--- config.mk ---
export PLATFORM = sky130hd
export DESIGN_NAME = accelerator_activation_unit
export DESIGN_NICKNAME = d
export VERILOG_FILES = /design/src/rtl/accelerator_activation_unit.sv
export SDC_FILE = /design/constraint.sdc
export NUM_CORES = 2
export LEC_CHECK = 0
export BUFFER_PORTS_ARGS = -buffer_cell sky130_fd_sc_hd__buf_4
export CORE_UTILIZATION = 60
export CTS_CLUSTER_SIZE = 40
export DETAILED_ROUTE_END_ITERATION = 7
export PLACE_DENSITY_LB_ADDON = 0.1
export SETUP_SLACK_MARGIN = 0.4
export SLEW_MARGIN = 20
export SYNTH_ARGS = -nofsm -noshare
export SYNTH_HDL_FRONTEND = slang
export SYNTH_SLANG_ARGS = --single-unit
export TNS_END_PERCENT = 5
--- constraint.sdc ---
create_clock -name clk -period 29.7 [get_ports clk]
set_input_delay 5.94 -clock clk [delete_from_list [all_inputs] [get_ports clk]]
set_output_delay 5.94 -clock clk [all_outputs]
set_load 0.02 [all_outputs]
--- src/rtl/accelerator_activation_unit.sv ---
// Fixed-point activation unit: identity / ReLU / ReLU6 / hard-swish over
// LANES parallel lanes. A capture register followed by three compute stages
// (S1 offset/clamp, S2 multiply, S3 divide/saturate) under valid/ready
// backpressure, so a beat accepted at edge N is on out_* after edge N+3.

// One lane's datapath. Stage load enables and per-stage modes come from the
// shared control in the top; lanes never talk to each other.
module accelerator_activation_lane #(
    parameter int DATA_W = 16,
    parameter int FRAC_W = 8
) (
    input  logic              clk,
    input  logic              rst_n,
    input  logic [3:0]        ld,
    input  logic [1:0]        mode_cap,
    input  logic [1:0]        mode_s1,
    input  logic [1:0]        mode_s2,
    input  logic [DATA_W-1:0] x_in,
    output logic [DATA_W-1:0] y,
    output logic              sat
);
    localparam int PW = 2 * DATA_W + 1;
    localparam logic signed [DATA_W:0] THREE_E = (DATA_W+1)'(3 << FRAC_W);
    localparam logic signed [DATA_W:0] SIX_E   = (DATA_W+1)'(6 << FRAC_W);
    localparam logic signed [PW-1:0]   SIX_P   = PW'(6 << FRAC_W);
    localparam logic signed [PW-1:0]   ONE_P   = PW'(1);
    localparam logic signed [PW-1:0]   MAX_P   = {{(DATA_W+2){1'b0}}, {(DATA_W-1){1'b1}}};
    localparam logic signed [PW-1:0]   MIN_P   = {{(DATA_W+2){1'b1}}, {(DATA_W-1){1'b0}}};

    logic signed [DATA_W-1:0] x_q, x_s1;
    logic signed [DATA_W:0]   opnd_s1;
    logic signed [PW-1:0]     prod_s2;

    logic signed [DATA_W:0]   xe, sum, clp, relu, relu6, opnd_d;
    logic signed [PW-1:0]     prod_d, q, rem, yv;
    logic [DATA_W-1:0]        y_d;
    logic                     sat_d;

    // S1: x+THREE in one extra bit so full-scale x cannot wrap negative
    always_comb begin
        xe    = {x_q[DATA_W-1], x_q};
        sum   = xe + THREE_E;
        clp   = sum[DATA_W] ? '0 : ((sum > SIX_E) ? SIX_E : sum);
        relu  = xe[DATA_W] ? '0 : xe;
        relu6 = (relu > SIX_E) ? SIX_E : relu;
        case (mode_cap)
            2'd0:    opnd_d = xe;
            2'd1:    opnd_d = relu;
            2'd2:    opnd_d = relu6;
            default: opnd_d = clp;
        endcase
    end

    // S2: only hard-swish multiplies; other modes carry their result through
    always_comb begin
        prod_d = (mode_s1 == 2'd3) ? PW'(x_s1) * PW'(opnd_s1) : PW'(opnd_s1);
    end

    // S3: floor division (truncating divide, corrected for negative remainders)
    // then saturation to the lane range
    always_comb begin
        q   = prod_s2 / SIX_P;
        rem = prod_s2 % SIX_P;
        if (mode_s2 == 2'd3)
            yv = (rem != '0 && prod_s2[PW-1]) ? q - ONE_P : q;
        else
            yv = prod_s2;
        sat_d = 1'b0;
        y_d   = yv[DATA_W-1:0];
        if (yv > MAX_P) begin
            sat_d = 1'b1;
            y_d   = MAX_P[DATA_W-1:0];
        end else if (yv < MIN_P) begin
            sat_d = 1'b1;
            y_d   = MIN_P[DATA_W-1:0];
        end
    end

    // Lane stage registers, each loaded only when its stage takes a beat
    always_ff @(posedge clk or negedge rst_n) begin
        if (!rst_n) begin
            x_q     <= '0;
            x_s1    <= '0;
            opnd_s1 <= '0;
            prod_s2 <= '0;
            y       <= '0;
            sat     <= 1'b0;
        end else begin
            if (ld[0]) x_q <= x_in;
            if (ld[1]) begin
                x_s1    <= x_q;
                opnd_s1 <= opnd_d;
            end
            if (ld[2]) prod_s2 <= prod_d;
            if (ld[3]) begin
                y   <= y_d;
                sat <= sat_d;
            end
        end
    end
endmodule

module accelerator_activation_unit #(
    parameter int LANES  = 4,
    parameter int DATA_W = 16,
    parameter int FRAC_W = 8
) (
    input  logic                    clk,
    input  logic                    rst_n,
    input  logic                    in_valid,
    output logic                    in_ready,
    input  logic [LANES*DATA_W-1:0] in_data,
    input  logic [1:0]              in_mode,
    input  logic                    in_last,
    output logic                    out_valid,
    input  logic                    out_ready,
    output logic [LANES*DATA_W-1:0] out_data,
    output logic                    out_last,
    output logic [LANES-1:0]        out_sat
);
    // index 0 is the capture register, 1..3 are S1..S3
    localparam int STAGES = 3;

    logic [STAGES:0]        vld_pipe;
    logic [STAGES:0]        last_pipe;
    logic [STAGES-1:0][1:0] mode_pipe;
    logic                   go_0, go_1, go_2, go_3;
    logic [3:0]             ld;
    logic [LANES-1:0][DATA_W-1:0] lane_y;

    // A stage moves when it is empty or the stage after it moves
    assign go_3     = ~vld_pipe[3] | out_ready;
    assign go_2     = ~vld_pipe[2] | go_3;
    assign go_1     = ~vld_pipe[1] | go_2;
    assign go_0     = ~vld_pipe[0] | go_1;
    assign in_ready = go_0;
    assign ld       = {go_3 & vld_pipe[2], go_2 & vld_pipe[1],
                       go_1 & vld_pipe[0], go_0 & in_valid};

    // Valid, mode and last travel alongside the lane data
    always_ff @(posedge clk or negedge rst_n) begin
        if (!rst_n) begin
            vld_pipe  <= '0;
            last_pipe <= '0;
            mode_pipe <= '0;
        end else begin
            if (go_0) vld_pipe[0] <= in_valid;
            if (go_1) vld_pipe[1] <= vld_pipe[0];
            if (go_2) vld_pipe[2] <= vld_pipe[1];
            if (go_3) vld_pipe[3] <= vld_pipe[2];
            if (ld[0]) begin
                last_pipe[0] <= in_last;
                mode_pipe[0] <= in_mode;
            end
            if (ld[1]) begin
                last_pipe[1] <= last_pipe[0];
                mode_pipe[1] <= mode_pipe[0];
            end
            if (ld[2]) begin
                last_pipe[2] <= last_pipe[1];
                mode_pipe[2] <= mode_pipe[1];
            end
            if (ld[3]) last_pipe[3] <= last_pipe[2];
        end
    end

    for (genvar i = 0; i < LANES; i++) begin : g_lane
        accelerator_activation_lane #(.DATA_W(DATA_W), .FRAC_W(FRAC_W)) u_lane (
            .clk      (clk),
            .rst_n    (rst_n),
            .ld       (ld),
            .mode_cap (mode_pipe[0]),
            .mode_s1  (mode_pipe[1]),
            .mode_s2  (mode_pipe[2]),
            .x_in     (in_data[i*DATA_W +: DATA_W]),
            .y        (lane_y[i]),
            .sat      (out_sat[i])
        );
    end

    assign out_data  = lane_y;
    assign out_valid = vld_pipe[3];
    assign out_last  = last_pipe[3];
endmodule

==> metrics.cfg <==
[worst_hold_path]
hold_depth = 2
hp-class = flip-flop to flip-flop
min_to = last_pipe[2]
holdCritStartpoint = last_pipe[1]

[global_route]
grt_first_pass_wirelength_um = 365000
track_usage_pct = 34.9
antenna_found_initial = 5
grt_start_max_net_pins = 104
grt_remaining_overflow = 0
grt_pass1_vias = 66313

[worst_setup_path]
worst-path-max-fanout = 63
r2r_slack_ns = 15.75
critPathMaxStageDelay_ns = 0.80
reg2reg_depth = 35
end_kind = flip-flop
worst_setup_path_start_kind = flip-flop
path_class = flip-flop to flip-flop
cp.required_ns = 30.17
arrival_ns = 14.42
cpLargestDelayFamily = compound AO/OA/AOI/OAI gates
r2r_end = g_lane[2].u_lane.y[8]
r2r-start = g_lane[2].u_lane.prod_s2[32]
cpMaxStageDelayCell = xnor2_1
path_buf_inv = 4

[sta]
max_freq_ghz = 0.0717
slew_violations = 0
min_period_over_period_pct = 47.0
setup_tns_ns = 0
clock_skew_ns = 0.0771
slew_headroom_pct = 27.8
finalHoldViolCount = 0
period_needed_ns = 13.95
finalSetupViolCount = 0
tightest_slew_ns = 1.07
rsz0062_at_grt = no

[synth]
ys_types = 123
yosysSeqAreaShare_pct = 13.2
netlist_instances = 9469
yosysTopAreaCell = fa_1
synthMuxAreaShare_pct = 1.82
synth_edf_count = 0
synth-seq-cells = 410
synth_top_family_by_area = adder cells
syn_area_per_cell_um2 = 8.19
synth_simple_gate_area_share_pct = 19.5
ys.warnings.count = 0
synth_top_area_share_pct = 28.5
synthAdderAreaFrac_pct = 34.4
synth_compound_area_share_pct = 16.0
netlist_top_cells_area = fa_1, dfrtp_1, nand2_1
synth_xor_area_share_pct = 5.78
ys.flop_type = dfrtp_1
yosysMostFrequentCell = nand2_1
syn-num-nets = 11002
async_flop_share_pct = 100
netlist_area_um2 = 77500
synthTopCellsByCount = nand2_1, inv_1, fa_1, clkbuf_1, nor2_1

[die]
die_w_um = 362
die_h_um = 362
row_count = 131
initial_core_util_pct = 60.7
die_area_um2 = 131000
fp.coreArea_um2 = 128000
ios = 142

[drt]
drc = 0
ant_nets = 0
drtIter0Drc = 6451
wl_per_cell_um = 20.8
first_pass_iters = 8
vias_per_cell = 6.17
num_vias = 66978
wl_um = 226000

[clock_network]
postCtsSetupBuffers = 0
numCtsBuffers = 53
cts_buffer_depth = 3
clock_latency_ns = 0.71
ctsHoldBuffers = 0
cts-resized-gates = 0
cts.clk_slew.worst_paths_ns = 0.07
cts_max_level = 2
tritoncts = yes
clock-root-buffer = clkbuf_16
cts_sinks = 410

[cells_and_area]
syn2layout_area_growth_pct = 4.43
fillers = 11180
fin_nets = 10681
drive_gt1_share_pct = 6.00

[placement]
place_congestion = 0.974
portBuffers = 141
hpwl_um = 175000

[outcome]
status = completed

[job]
cap_violations = 0

## tightest hold or removal path, stage by stage, from the launching register on
cell and delay, ns:
dfrtp_1 0.34, nand2_1 0.05, nand2_1 0.04
## layout by cell type (no fill, tap or decap), drive strengths merged, types with 240 or more instances in the layout
cell type	count
inv	1269
ha	358
buf	240
fa	1104
dfrtp	410
nand2	1425
o21ai	454
a21oi	484
and2	433
nor2	526
xnor2	361
## metal layers
| metal | wire length [µm] | GRT usage, % |
|---|---|---|
| met4 | 6980 | 10.4 |
| met2 | 101000 | 53.8 |
| met5 | 13 | 0 |
| met1 | 98500 | 50.0 |
| met3 | 20000 | 6.64 |
## flip-flops by register name, summed over array words and instances, names as in the netlist
name and cells:
g_lane.u_lane.opnd_s1 68, g_lane.u_lane.prod_s2 132, g_lane.u_lane.sat 4, g_lane.u_lane.x_q 64, g_lane.u_lane.x_s1 64, g_lane.u_lane.y 64
last_pipe 4, mode_pipe 6, vld_pipe 4
## logic make-up after synthesis
family                   after synthesis
buffers and inverters               1878
XOR/XNOR                             509
AND/OR/NAND/NOR                     3209
adder cells (fa/ha/maj)             1468
multiplexers                         130
flip-flops                           410
AO/OA/AOI/OAI                       1865
## stage by stage
| stage | setup WS [ns] | hold WS [ns] | util (%) | instances | cell area [µm²] |
|---|---|---|---|---|---|
| after floorplan | 17.37 | 0.433 | - | 9469 | 77500 |
| after global placement | 16.24 | 0.448 | 61.8 | 10755 | 79100 |
| after detailed placement | 16.20 | 0.449 | 61.8 | 10755 | 79100 |
| after CTS | 16.14 | 0.464 | 63.3 | 10850 | 81000 |
| after global routing | 15.02 | 0.515 | 63.3 | 10851 | 81000 |
| final | 15.75 | 0.464 | 63.3 | 10854 | 81000 |
## how the worst max path moves through the flow
stage                                 start                     to  slack, ns  cells after the start
2_1_floorplan                     out_ready               in_ready      17.37                      2
3_3_place_gp                      out_ready               in_ready      16.24                      4
3_5_place_dp   g_lane[2].u_lane.prod_s2[32]  g_lane[2].u_lane.y[7]      16.20                     35
4_1_cts         g_lane[2].u_lane.prod_s2[3]  g_lane[2].u_lane.y[7]      16.14                     35
5_1_grt         g_lane[2].u_lane.prod_s2[3]  g_lane[2].u_lane.y[8]      15.02                     37
6_report       g_lane[2].u_lane.prod_s2[32]  g_lane[2].u_lane.y[8]      15.75                     35
## final cells by class
class	count	area (µm²)	share of cell area (%)
tap	1662	2080	2.57
sequential	410	10300	12.7
clock buffer	68	1460	1.81
inverter	1262	4740	5.85
antenna	4	10.0	0.0124
timing repair buffer	240	1810	2.23
multi-input combinational	7181	60200	74.3
clock inverter	27	433	0.535
Power is not shown: default switching activity piles up to over one toggle a cycle in this logic, so the estimate is an artifact.
